===== src/rtl/regfile_sequencer_pkg.sv =====
// Shared definitions for the register-file operand sequencer: FSM state
// encoding, register-file command values and default widths.
package regfile_sequencer_pkg;

    localparam int DEF_DATA_W = 32;
    localparam int DEF_ADDR_W = 5;

    // Register-file command carried on rf_sal
    localparam logic RF_READ  = 1'b0;
    localparam logic RF_WRITE = 1'b1;

    typedef enum logic [2:0] {
        IDLE,
        RD_A,
        RD_B,
        CAP_B,
        OP_OUT,
        WAIT_RES,
        WB
    } state_t;

endpackage


===== src/rtl/regfile_sequencer_if.sv =====
// Bus bundle between the sequencer and its environment: instruction
// request, register-file port, ALU operand and ALU result handshakes.
interface regfile_sequencer_if #(
    parameter int DATA_W = regfile_sequencer_pkg::DEF_DATA_W,
    parameter int ADDR_W = regfile_sequencer_pkg::DEF_ADDR_W
) ();

    logic              req_valid;
    logic              req_ready;
    logic [ADDR_W-1:0] req_rs1;
    logic [ADDR_W-1:0] req_rs2;
    logic [ADDR_W-1:0] req_rd;
    logic              req_wb;

    logic [ADDR_W-1:0] rf_addr;
    logic              rf_sal;
    logic [DATA_W-1:0] rf_wdata;
    logic [DATA_W-1:0] rf_rdata;

    logic              op_valid;
    logic              op_ready;
    logic [DATA_W-1:0] op_a;
    logic [DATA_W-1:0] op_b;

    logic              res_valid;
    logic              res_ready;
    logic [DATA_W-1:0] res_data;

    logic              busy;

    // Sequencer side
    modport master (
        input  req_valid, req_rs1, req_rs2, req_rd, req_wb,
        output req_ready,
        output rf_addr, rf_sal, rf_wdata,
        input  rf_rdata,
        output op_valid, op_a, op_b,
        input  op_ready,
        input  res_valid, res_data,
        output res_ready,
        output busy
    );

    // Environment side: instruction source, register file and ALU
    modport slave (
        output req_valid, req_rs1, req_rs2, req_rd, req_wb,
        input  req_ready,
        input  rf_addr, rf_sal, rf_wdata,
        output rf_rdata,
        input  op_valid, op_a, op_b,
        output op_ready,
        output res_valid, res_data,
        input  res_ready,
        input  busy
    );

endinterface


===== src/rtl/regfile_sequencer.sv =====
// Register-file operand sequencer: reads two source registers through a
// single-port register file with one-cycle read latency, presents them to
// the ALU, waits for the result and optionally writes it back.
module regfile_sequencer
    import regfile_sequencer_pkg::*;
#(
    parameter int DATA_W = DEF_DATA_W,
    parameter int ADDR_W = DEF_ADDR_W
) (
    input  logic               clkout,
    input  logic               rst,
    regfile_sequencer_if.master bus
);

    state_t            state;

    // Instruction fields latched at accept
    logic [ADDR_W-1:0] rs1_q;
    logic [ADDR_W-1:0] rs2_q;
    logic [ADDR_W-1:0] rd_q;
    logic              wb_q;

    // Registered outputs
    logic              req_ready_q;
    logic              op_valid_q;
    logic              res_ready_q;
    logic [ADDR_W-1:0] rf_addr_q;
    logic              rf_sal_q;
    logic [DATA_W-1:0] rf_wdata_q;
    logic [DATA_W-1:0] op_a_q;
    logic [DATA_W-1:0] op_b_q;

    assign bus.req_ready = req_ready_q;
    assign bus.op_valid  = op_valid_q;
    assign bus.res_ready = res_ready_q;
    assign bus.rf_addr   = rf_addr_q;
    assign bus.rf_sal    = rf_sal_q;
    assign bus.rf_wdata  = rf_wdata_q;
    assign bus.op_a      = op_a_q;
    assign bus.op_b      = op_b_q;
    assign bus.busy      = (state != IDLE);

    // Sequencer FSM with registered outputs. Outputs are loaded on the edge
    // that enters a state, so the addressed register appears during RD_A/RD_B
    // and its data (one cycle later) is captured leaving RD_B/CAP_B.
    always_ff @(posedge clkout or posedge rst) begin
        if (rst) begin
            state       <= IDLE;
            rs1_q       <= '0;
            rs2_q       <= '0;
            rd_q        <= '0;
            wb_q        <= 1'b0;
            req_ready_q <= 1'b1;
            op_valid_q  <= 1'b0;
            res_ready_q <= 1'b0;
            rf_addr_q   <= '0;
            rf_sal_q    <= RF_READ;
            rf_wdata_q  <= '0;
            op_a_q      <= '0;
            op_b_q      <= '0;
        end else begin
            case (state)
                IDLE: begin
                    if (bus.req_valid) begin
                        rs1_q       <= bus.req_rs1;
                        rs2_q       <= bus.req_rs2;
                        rd_q        <= bus.req_rd;
                        wb_q        <= bus.req_wb;
                        rf_addr_q   <= bus.req_rs1;
                        rf_sal_q    <= RF_READ;
                        req_ready_q <= 1'b0;
                        state       <= RD_A;
                    end
                end
                RD_A: begin
                    rf_addr_q <= rs2_q;
                    state     <= RD_B;
                end
                RD_B: begin
                    // rs1 data is on rf_rdata now; register 0 reads as zero
                    op_a_q <= (rs1_q == '0) ? '0 : bus.rf_rdata;
                    state  <= CAP_B;
                end
                CAP_B: begin
                    op_b_q     <= (rs2_q == '0) ? '0 : bus.rf_rdata;
                    op_valid_q <= 1'b1;
                    state      <= OP_OUT;
                end
                OP_OUT: begin
                    if (bus.op_ready) begin
                        op_valid_q  <= 1'b0;
                        res_ready_q <= 1'b1;
                        state       <= WAIT_RES;
                    end
                end
                WAIT_RES: begin
                    if (bus.res_valid) begin
                        res_ready_q <= 1'b0;
                        rf_wdata_q  <= bus.res_data;
                        // Register 0 is hard-wired: never issue a write to it
                        if (wb_q && (rd_q != '0)) begin
                            rf_addr_q <= rd_q;
                            rf_sal_q  <= RF_WRITE;
                            state     <= WB;
                        end else begin
                            req_ready_q <= 1'b1;
                            state       <= IDLE;
                        end
                    end
                end
                WB: begin
                    rf_sal_q    <= RF_READ;
                    req_ready_q <= 1'b1;
                    state       <= IDLE;
                end
                default: begin
                    op_valid_q  <= 1'b0;
                    res_ready_q <= 1'b0;
                    rf_sal_q    <= RF_READ;
                    req_ready_q <= 1'b1;
                    state       <= IDLE;
                end
            endcase
        end
    end

endmodule


===== src/flat_wrapper.sv =====
// flat-port wrapper written by rule: the top's interface ports become plain ports
module regfile_sequencer_flat import regfile_sequencer_pkg::*;
#(
    parameter int DATA_W = DEF_DATA_W,
    parameter int ADDR_W = DEF_ADDR_W
)
  (clkout, rst, bus_req_valid, bus_req_rs1, bus_req_rs2, bus_req_rd, bus_req_wb, bus_req_ready, bus_rf_addr, bus_rf_sal, bus_rf_wdata, bus_rf_rdata, bus_op_valid, bus_op_a, bus_op_b, bus_op_ready, bus_res_valid, bus_res_data, bus_res_ready, bus_busy);
  regfile_sequencer_if #(.DATA_W(DATA_W), .ADDR_W(ADDR_W)) bus_i ();
  input  logic clkout;
  input  logic rst;
  input wire logic [$bits(bus_i.req_valid)-1:0] bus_req_valid;
  input wire logic [$bits(bus_i.req_rs1)-1:0] bus_req_rs1;
  input wire logic [$bits(bus_i.req_rs2)-1:0] bus_req_rs2;
  input wire logic [$bits(bus_i.req_rd)-1:0] bus_req_rd;
  input wire logic [$bits(bus_i.req_wb)-1:0] bus_req_wb;
  output wire logic [$bits(bus_i.req_ready)-1:0] bus_req_ready;
  output wire logic [$bits(bus_i.rf_addr)-1:0] bus_rf_addr;
  output wire logic [$bits(bus_i.rf_sal)-1:0] bus_rf_sal;
  output wire logic [$bits(bus_i.rf_wdata)-1:0] bus_rf_wdata;
  input wire logic [$bits(bus_i.rf_rdata)-1:0] bus_rf_rdata;
  output wire logic [$bits(bus_i.op_valid)-1:0] bus_op_valid;
  output wire logic [$bits(bus_i.op_a)-1:0] bus_op_a;
  output wire logic [$bits(bus_i.op_b)-1:0] bus_op_b;
  input wire logic [$bits(bus_i.op_ready)-1:0] bus_op_ready;
  input wire logic [$bits(bus_i.res_valid)-1:0] bus_res_valid;
  input wire logic [$bits(bus_i.res_data)-1:0] bus_res_data;
  output wire logic [$bits(bus_i.res_ready)-1:0] bus_res_ready;
  output wire logic [$bits(bus_i.busy)-1:0] bus_busy;
  assign bus_i.req_valid = bus_req_valid;
  assign bus_i.req_rs1 = bus_req_rs1;
  assign bus_i.req_rs2 = bus_req_rs2;
  assign bus_i.req_rd = bus_req_rd;
  assign bus_i.req_wb = bus_req_wb;
  assign bus_req_ready = bus_i.req_ready;
  assign bus_rf_addr = bus_i.rf_addr;
  assign bus_rf_sal = bus_i.rf_sal;
  assign bus_rf_wdata = bus_i.rf_wdata;
  assign bus_i.rf_rdata = bus_rf_rdata;
  assign bus_op_valid = bus_i.op_valid;
  assign bus_op_a = bus_i.op_a;
  assign bus_op_b = bus_i.op_b;
  assign bus_i.op_ready = bus_op_ready;
  assign bus_i.res_valid = bus_res_valid;
  assign bus_i.res_data = bus_res_data;
  assign bus_res_ready = bus_i.res_ready;
  assign bus_busy = bus_i.busy;
  regfile_sequencer #(.DATA_W(DATA_W), .ADDR_W(ADDR_W)) u_core (.clkout(clkout), .rst(rst), .bus(bus_i));
endmodule

===== config.mk =====
export PLATFORM = sky130hd
export DESIGN_NAME = regfile_sequencer_flat
export DESIGN_NICKNAME = d
export VERILOG_FILES = /design/src/rtl/regfile_sequencer_pkg.sv /design/src/rtl/regfile_sequencer_if.sv /design/src/rtl/regfile_sequencer.sv /design/src/flat_wrapper.sv
export SDC_FILE = /design/constraint.sdc
export NUM_CORES = 1
export LEC_CHECK = 0
export CAP_MARGIN = 0
export CORE_MARGIN = 2
export CORE_UTILIZATION = 44
export DETAILED_ROUTE_END_ITERATION = 10
export GPL_ROUTABILITY_DRIVEN = 0
export PLACE_DENSITY_LB_ADDON = 0.1
export SETUP_SLACK_MARGIN = 0.15
export SYNTH_ARGS = -nofsm -noshare
export SYNTH_HDL_FRONTEND = slang
export SYNTH_SLANG_ARGS = --single-unit

===== constraint.sdc =====
create_clock -name clkout -period 5.4 [get_ports clkout]
set_clock_uncertainty 0.1 [all_clocks]
set_input_delay 1.35 -clock clkout [delete_from_list [all_inputs] [get_ports clkout]]
set_output_delay 1.35 -clock clkout [all_outputs]
set_load 0.01 [all_outputs]

==> impl_metrics.ini, run 1 <==
[outcome]
status = completed

[floorplan]
die_h_um = 111
initial_utilization_pct = 44.6
io_pins = 191
core-area_sq_um = 11300
die_area_sq_um = 12300
die_w_um = 111
rows = 39

[worst_setup_path]
path_buf_inv = 1
crit_arrival_ns = 1.97
critical-path-top-delay-family = flip-flops
crit_path_start_kind = flip-flop
crit_fanout = 19
cp_data_required_time_ns = 3.95
cpMaxStageDelayCell = dfrtp_1
cp-end-kind = primary output
worstPathCellList = or3_1 -> clkdlybuf4s50_1
critical_path_class = reg2out
cp_slowest_stage_delay_ns = 0.65

[synth]
synth_area_leaders = dfrtp_1, mux2_2, nand2_1, o21ai_0, mux2i_1
ys_top_cells_by_count = nand2_1, dfrtp_1, o21ai_0
yosys.cell_types.count = 31
yosysMostFrequentCell = nand2_1
synth_top_cell_area_share_pct = 61.0
syn_nets = 550
netlist_area_sq_um = 5050
yosys.area.top_type = dfrtp_1
yosysWarnings = 0
synth_cells = 465
ys.flop_type = dfrtp_1
avgSynthCellArea_sq_um = 10.9
ys_async_sr_fraction_pct = 100
synth_edf_count = 0
yosysSeqAreaShare_pct = 61.5
ys_ff_latch = 124

[placed_design]
place_area_sq_um = 7040
place_hpwl_mm = 8.34
port-buffer-count = 190

[sta]
drv_slew = 0
finalCriticalPeriod_ns = 3.42
rsz0062_at_grt = no
tns_ns = 0
period_share_pct = 63.4
hold_viol = 0
setup_viol = 0
maxSlewHeadroom_pct = 26.0
hold_ws_ns = 0.374
fmax_ghz = 0.292
tightest_slew_ns = 1.11

[clock_network]
htree_levels = 4
clock_path_buffers = 2
root_buffer = clkbuf_16
cts_made_buffers = 17
postCtsSetupBuffers = 0
cts_tree = built
ctsResizeCount = 0
cts_hold_buf = 0
clk_pin_slew_ns = 0.05
cts_sinks = 124
clock_latency_ns = 0.41

[routing]
drt_iter0_markers = 237
drt_first_pass_iters = 5
wl_per_cell_um = 15.2
via_per_inst = 4.94
vias = 3980
drc = 0
wl_mm = 12.2
ant_nets = 0

[grt]
grt_usage_pct = 20.2
grt_pass1_wl_mm = 19.5
grt_max_degree = 78
antenna_found_initial = 0
grt-ovfl-total = 0
first_global_vias = 3919

[finish]
area_delta_synth_final_pct = 51.2
antennaDiodeCount = 0
nNetsFinal = 735
fillCellCount = 895
regArea_sq_um = 3100
final_design_area_no_fill_sq_um = 7630
multiInputGateArea_sq_um = 1780
fin_util_pct = 67.4
drive_gt1_share_pct = 13.3

[power_and_ir_drop]
p_per_area_nw_per_um2 = 617
leakagePower_nw = 3.48
ir_drop_mv = 0.275

[flow_run]
cap_violations = 0

[hold_path]
hp-class = reg2reg
## final timing paths
kind | startpoint | to | slack, ns | cells after the start
worst min-delay path | u_core.bus.op_a[23] | u_core.bus.op_a[23] | 0.37 | 2
max in group asynchronous | rst | u_core.bus.op_a[9] | 2.86 | 3
min in group asynchronous | rst | u_core.bus.rf_wdata[16] | 1.41 | 2
worst max register to register | u_core.state[2] | u_core.state[1] | 2.94 | 4
worst max-delay path | u_core.state[2] | bus_busy | 1.98 | 2
worst min register to register | u_core.bus.op_a[23] | u_core.bus.op_a[23] | 0.37 | 2
## layer usage
layer	share of wire, %	wire, um	global-route usage [%]
met5	0	0	0
met4	2.1	253	8.23
met3	5.6	687	5.58
met2	50	6130	33.6
met1	42	5150	25.2
## worst register-to-register path: cells and delay by family, from the launching register on
family / cells / cell delay [ns]
AO/OA/AOI/OAI: 2 / 0.47
AND/OR/NAND/NOR: 2 / 0.95
flip-flops: 1 / 0.83
## through the flow
step / worst slack (ns) / cells / total power [mW]
after floorplan: 0.652 / 465 / 2.59
after global placement: 2.04 / 774 / 3.55
after detailed placement: 1.99 / 774 / 3.61
after CTS: 1.95 / 805 / 4.77
after global routing: 1.88 / 805 / 4.99
final: 1.98 / 805 / 4.71
## state kept, by name (all words and copies together) (netlist names)
signal                flops
u_core.rs1_q              5
u_core.bus.res_ready      1
u_core.bus.op_valid       1
u_core.wb_q               1
u_core.bus.op_a          32
u_core.state              3
u_core.rd_q               5
u_core.bus.rf_addr        5
u_core.rs2_q              5
u_core.bus.rf_sal         1
u_core.bus.rf_wdata      32
u_core.bus.op_b          32
u_core.bus.req_ready      1
## power by group
part	total [mW]	internal, mW	switching [mW]
sequential	1.68	1.39	0.286
clock	1.13	0.757	0.377
combinational	1.89	1.07	0.826
total	4.71	3.22	1.49
## cell usage in the layout, fill, tap and decap left out
| cell type | n |
|---|---|
| clkbuf_8 | 3 |
| dfrtp_1 | 123 |
| or4_1 | 1 |
| clkbuf_16 | 17 |
| mux2i_1 | 10 |
| clkinv_2 | 3 |
| nor4b_4 | 1 |
| inv_1 | 5 |
| nor2_1 | 13 |
| a211oi_2 | 1 |
| o21ai_0 | 69 |
| and2b_1 | 1 |
| a311oi_1 | 1 |
| bufinv_16 | 3 |
| nor3_1 | 2 |
| or3_1 | 1 |
| mux2_2 | 47 |
| inv_4 | 1 |
| mux2_1 | 1 |
| o21ba_2 | 1 |
| clkbuf_1 | 4 |
| clkinvlp_4 | 1 |
| a21oi_1 | 9 |
| nand3b_1 | 2 |
| a31oi_1 | 1 |
| nand3_1 | 1 |
| nand2_2 | 1 |
| a31o_2 | 1 |
| a21o_1 | 3 |
| a311oi_4 | 1 |
| buf_4 | 6 |
| o21a_1 | 1 |
| clkdlybuf4s50_1 | 190 |
| nand2_1 | 133 |
| nand2b_1 | 3 |
| dfstp_2 | 1 |
## layout make-up
| cell class | instances | area share [%] |
|---|---|---|
| clock buffers | 24 | 6.31 |
| clock inverters | 7 | 1.48 |
| inverters | 6 | 0.328 |
| multi-input cells | 305 | 23.3 |
| flip-flops and latches | 124 | 40.7 |
| well taps | 143 | 2.34 |
| repair buffers | 196 | 25.5 |
## cell families (layout without fill, tap and decap cells)
kind of cell    after synthesis  count (layout)  share of synthesized area [%]
simple gates                159             159                           12.8
buf+inv                      36             233                           3.25
compound gates               88              88                           9.77
flops                       124             124                           61.5
mux                          58              58                           12.7
No activity file was read; power rests on OpenSTA's default activity.
==> run 2: changes to the inputs <==
==> constraint.sdc (replaced) <==
create_clock -name clkout -period 3.2 [get_ports clkout]
set_clock_uncertainty 0.1 [all_clocks]
set_input_delay 0.8 -clock clkout [delete_from_list [all_inputs] [get_ports clkout]]
set_output_delay 0.8 -clock clkout [all_outputs]
set_load 0.01 [all_outputs]
==> run 2 against run 1 <==
Combinational power up 71%. Wire length increased by 2.4%. Utilization fell by 0.41 points. Worst setup slack got worse by 1.6 ns. Global-route usage increased by 0.65 points. Critical path depth did not move. First-iteration DRC count is 19% lower. Register-to-register slack worse by 1.8 ns. Critical path type unchanged. Critical endpoint unchanged. Largest cell class unchanged. Largest power group unchanged.
==> impl_metrics.ini, run 2 (synthesis results as in run 1) <==
[worst_setup_path]
critical-path-top-delay-family = flip-flops
crit_path_start_kind = flip-flop
worstPathCellList = or3_1 -> clkdlybuf4s50_1
crit_fanout = 16
crit_arrival_ns = 1.91
critical_path_class = reg2out
cp_slowest_stage_delay_ns = 0.57
cpMaxStageDelayCell = dfrtp_1
cp-end-kind = primary output
path_buf_inv = 1
cp_data_required_time_ns = 2.30

[clock_network]
cts_made_buffers = 17
clock_path_buffers = 2
clock_latency_ns = 0.41
cts_tree = built
postCtsSetupBuffers = 0
htree_levels = 4
cts_hold_buf = 0
clk_pin_slew_ns = 0.05
ctsResizeCount = 0
cts_sinks = 124
root_buffer = clkbuf_16

[sta]
hold_viol = 0
final.setup.worst_slack_ns = 0.388
finalCriticalPeriod_ns = 2.81
maxSlewHeadroom_pct = 55.7
drv_slew = 0
period_share_pct = 87.9
fmax_ghz = 0.356
tns_ns = 0
setup_viol = 0
tightest_slew_ns = 0.664
rsz0062_at_grt = no

[grt]
use_met2_pct = 33.9
grt_pass1_wl_mm = 20.3
grt-ovfl-total = 0
grt_usage_pct = 20.9
antenna_found_initial = 0
busiest_layer = met2
use_met1_pct = 26.6
grt_max_degree = 125
first_global_vias = 3978
grt_use_met3_pct = 5.74

[finish]
nNetsFinal = 737
drive_gt1_share_pct = 13.2
area_delta_synth_final_pct = 50.3
antennaDiodeCount = 0
final_design_area_no_fill_sq_um = 7580
layout_common_cells = clkdlybuf4s50_1, nand2_1, dfrtp_1
final_common_cell = clkdlybuf4s50_1
fillCellCount = 903

[placed_design]
post-place-ws_ns = 0.696
place_area_sq_um = 7070
place_hpwl_mm = 8.41
port-buffer-count = 190

[power_and_ir_drop]
leakagePower_nw = 3.46
ir_drop_mv = 0.522
p_per_area_nw_per_um2 = 1020

[routing]
wl_per_cell_um = 15.6
drt_iter0_markers = 193
vias = 4000
wl_mm = 12.5
ant_nets = 0
drt_first_pass_iters = 4
via_per_inst = 4.98
drc = 0

[outcome]
status = completed

[hold_path]
hp-class = reg2reg

[floorplan]
die_w_um = 111
die_h_um = 111
initial_utilization_pct = 44.6
rows = 39
die_area_sq_um = 12300
core-area_sq_um = 11300
io_pins = 191

[flow_run]
cap_violations = 0
[run 2: cell count changes in the layout (fill, tap and decap cells not counted)]
cell       before  now
buf_12          0    1
buf_4           6    7
bufinv_16       3    0
clkbuf_8        3    5
clkinv_2        3    2
inv_4           1    0
[run 2: layout make-up]
class | count | area [sq um] | share of cell area (%)
flip-flops and latches | 124 | 3100 | 40.9
repair buffers | 198 | 1970 | 26.0
multi-input cells | 305 | 1780 | 23.5
clock buffers | 26 | 509 | 6.71
well taps | 143 | 179 | 2.36
inverters | 6 | 26.3 | 0.346
clock inverters | 2 | 10.0 | 0.132
[run 2: per-stage QoR]
step / hold slack [ns] / utilization, % / instances / power (mW)
after floorplan: 0.381 / - / 465 / 4.37
after global placement: 0.363 / 62.4 / 776 / 6.00
after detailed placement: 0.369 / 62.4 / 776 / 6.12
after CTS: 0.381 / 67.0 / 804 / 7.84
after global routing: 0.392 / 67.0 / 804 / 8.24
final: 0.376 / 67.0 / 804 / 7.75
[run 2: routing by layer]
layer	routed length (um)	part of all wire, %	up-vias
li1	-	-	1927
met1	5450	44	1927
met2	6170	49	126
met3	643	5.1	20
met4	241	1.9	0
met5	0	0	-
[run 2: where the power goes]
part | switching (mW) | internal, mW | total, mW
registers | 0.469 | 2.35 | 2.82
clock network | 0.617 | 1.07 | 1.69
logic | 1.43 | 1.82 | 3.24
[run 2: tightest hold or removal path, cell delays in order, from the launching register on]
cell and delay (ns):
dfrtp_1 0.34, nand2_1 0.05, o21ai_0 0.06
[run 2: path summary, 6_finish.rpt]
check	start	to	slack, ns	cells past startpoint
max	u_core.state[0]	bus_busy	0.39	2
min	u_core.bus.op_b[6]	u_core.bus.op_b[6]	0.38	2
max reg2reg	u_core.state[0]	u_core.bus.op_a[19]	1.11	4
min reg2reg	u_core.bus.op_b[6]	u_core.bus.op_b[6]	0.38	2
max in group asynchronous	rst	u_core.bus.op_b[13]	1.67	3
min in group asynchronous	rst	u_core.bus.rf_wdata[11]	0.84	3
==> run 3: changes to the inputs <==
--- a/config.mk
+++ b/config.mk
@@ -10,6 +10,7 @@
 export CORE_UTILIZATION = 44
 export DETAILED_ROUTE_END_ITERATION = 10
 export GPL_ROUTABILITY_DRIVEN = 0
+export GPL_TIMING_DRIVEN = 0
 export PLACE_DENSITY_LB_ADDON = 0.1
 export SETUP_SLACK_MARGIN = 0.15
 export SYNTH_ARGS = -nofsm -noshare
==> run 3 against run 2 <==
Cell area is 2.1% higher. Utilization is 1.4 points higher. Non-clock buffer count is 25 higher. Via count is 4.6% higher. First-iteration DRC count is 11% lower. Worst setup slack worse by 0.091 ns. Sequential power hardly changed. Count of clock-buffer cells in the layout is 3 higher. Combinational power is 5% higher. Global-route usage is 1.3 points higher. Critical path depth is 2 higher. Cell count is 3.2% higher. Critical path type unchanged. Critical endpoint unchanged.
==> impl_metrics.ini, run 3 (synthesis results as in run 1) <==
[routing]
via_per_inst = 5.04
drc = 0
drt_iter0_markers = 171
drt_first_pass_iters = 5
vias = 4184
ant_nets = 0
wl_per_cell_um = 15.8
wl_mm = 13.1

[floorplan]
rows = 39
die_area_sq_um = 12300
die_h_um = 111
io_pins = 191
initial_utilization_pct = 44.6
core-area_sq_um = 11300
die_w_um = 111

[worst_setup_path]
critical_path_class = reg2out
crit_fanout = 10
cpMaxStageDelayCell = clkdlybuf4s50_1
crit_arrival_ns = 2.00
worstPathCellList = buf_2 -> buf_2 -> or3_1 -> clkdlybuf4s50_1
cp_slowest_stage_delay_ns = 0.50
crit_top_cell = buf_2
crit_path_start_kind = flip-flop
cp_data_required_time_ns = 2.30
cp-end-kind = primary output

[sta]
finalCriticalPeriod_ns = 2.90
period_share_pct = 90.7
fmax_ghz = 0.344
tightest_slew_ns = 0.649
rsz0062_at_grt = no
hold_viol = 0
setup_viol = 0
drv_slew = 0
maxSlewHeadroom_pct = 56.6

[clock_network]
cts_sinks = 124
ctsResizeCount = 0
cts_tree = built
cts_made_buffers = 17
postCtsSetupBuffers = 0
clk_pin_slew_ns = 0.05
clock_path_buffers = 2
root_buffer = clkbuf_16
clock_latency_ns = 0.41
htree_levels = 4
cts_hold_buf = 0

[finish]
fin_cells = 830
layout_common_cells = clkdlybuf4s50_1, nand2_1, dfrtp_1
fin_util_pct = 68.4
regArea_sq_um = 3100
area_delta_synth_final_pct = 53.4
drive_gt1_share_pct = 13.5
antennaDiodeCount = 0
multiInputGateArea_sq_um = 1780
fillCellCount = 890
final_common_cell = clkdlybuf4s50_1
nNetsFinal = 762

[power_and_ir_drop]
p_per_area_nw_per_um2 = 1030
ir_drop_mv = 0.556
leakagePower_nw = 3.52

[placed_design]
dpl.cell_count = 801
port-buffer-count = 190
place_hpwl_mm = 9.57

[outcome]
status = completed

[hold_path]
hp-class = reg2reg

[grt]
grt_usage_pct = 22.2
grt_max_degree = 42
grt_pass1_wl_mm = 21.5
antenna_found_initial = 0
first_global_vias = 4250
grt-ovfl-total = 0

[flow_run]
cap_violations = 0
==> run 3: layout make-up <==
cell class | instances | area share [%]
Buffer | 30 | 1.83
Clock buffer | 29 | 7.11
Inverter | 6 | 0.339
Multi-Input combinational cell | 305 | 23.0
Sequential cell | 124 | 40.1
Tap cell | 143 | 2.31
Timing Repair Buffer | 193 | 25.3
==> run 3: path summary, 6_finish.rpt <==
path                                           from                       to  slack (ns)  cells after the start
worst min register to register  u_core.bus.op_b[13]      u_core.bus.op_b[13]        0.38                      2
worst max-delay path                u_core.state[2]                 bus_busy        0.30                      4
max in group asynchronous                       rst     u_core.bus.req_ready        1.49                      4
worst max register to register      u_core.state[1]           u_core.rd_q[2]        1.19                      4
min in group asynchronous                       rst  u_core.bus.rf_wdata[18]        0.68                      2
worst min-delay path            u_core.bus.op_b[13]      u_core.bus.op_b[13]        0.38                      2
==> run 3: power breakdown <==
group | leakage (nW) | switching [mW] | total, mW | internal (mW)
Combinational | 1.73 | 1.52 | 3.39 | 1.87
Sequential | 1.52 | 0.440 | 2.79 | 2.35
Clock | 0.272 | 0.620 | 1.76 | 1.14
Total | 3.52 | 2.58 | 7.94 | 5.36
==> run 3: metal layers <==
metal  wire length [um]  GRT usage (%)  share of wire [%]
met1               5510           28.2                 42
met2               6570           36.4                 50
met3                760           6.07                5.8
met4                274           8.81                2.1
met5                  0              0                  0
==> run 3: worst max-delay path, delay by kind of cell (launching register included) <==
family	cells	cell delay [ns]
buffers and inverters	3	0.92
DFF	1	0.35
and+or+nand+nor	1	0.31
==> run 3: through the flow <==
step / TNS, ns / power [mW] / hold slack [ns] / setup slack (ns) / cell area [sq um]
after floorplan: 0 / 4.37 / 0.381 / 0.776 / 5050
after global placement: -42.63 / 6.10 / 0.361 / -0.354 / 7130
after detailed placement: 0 / 6.22 / 0.370 / 0.477 / 7190
after CTS: 0 / 8.02 / 0.381 / 0.268 / 7740
after global routing: 0 / 8.43 / 0.389 / 0.237 / 7740
final: 0 / 7.94 / 0.379 / 0.297 / 7740
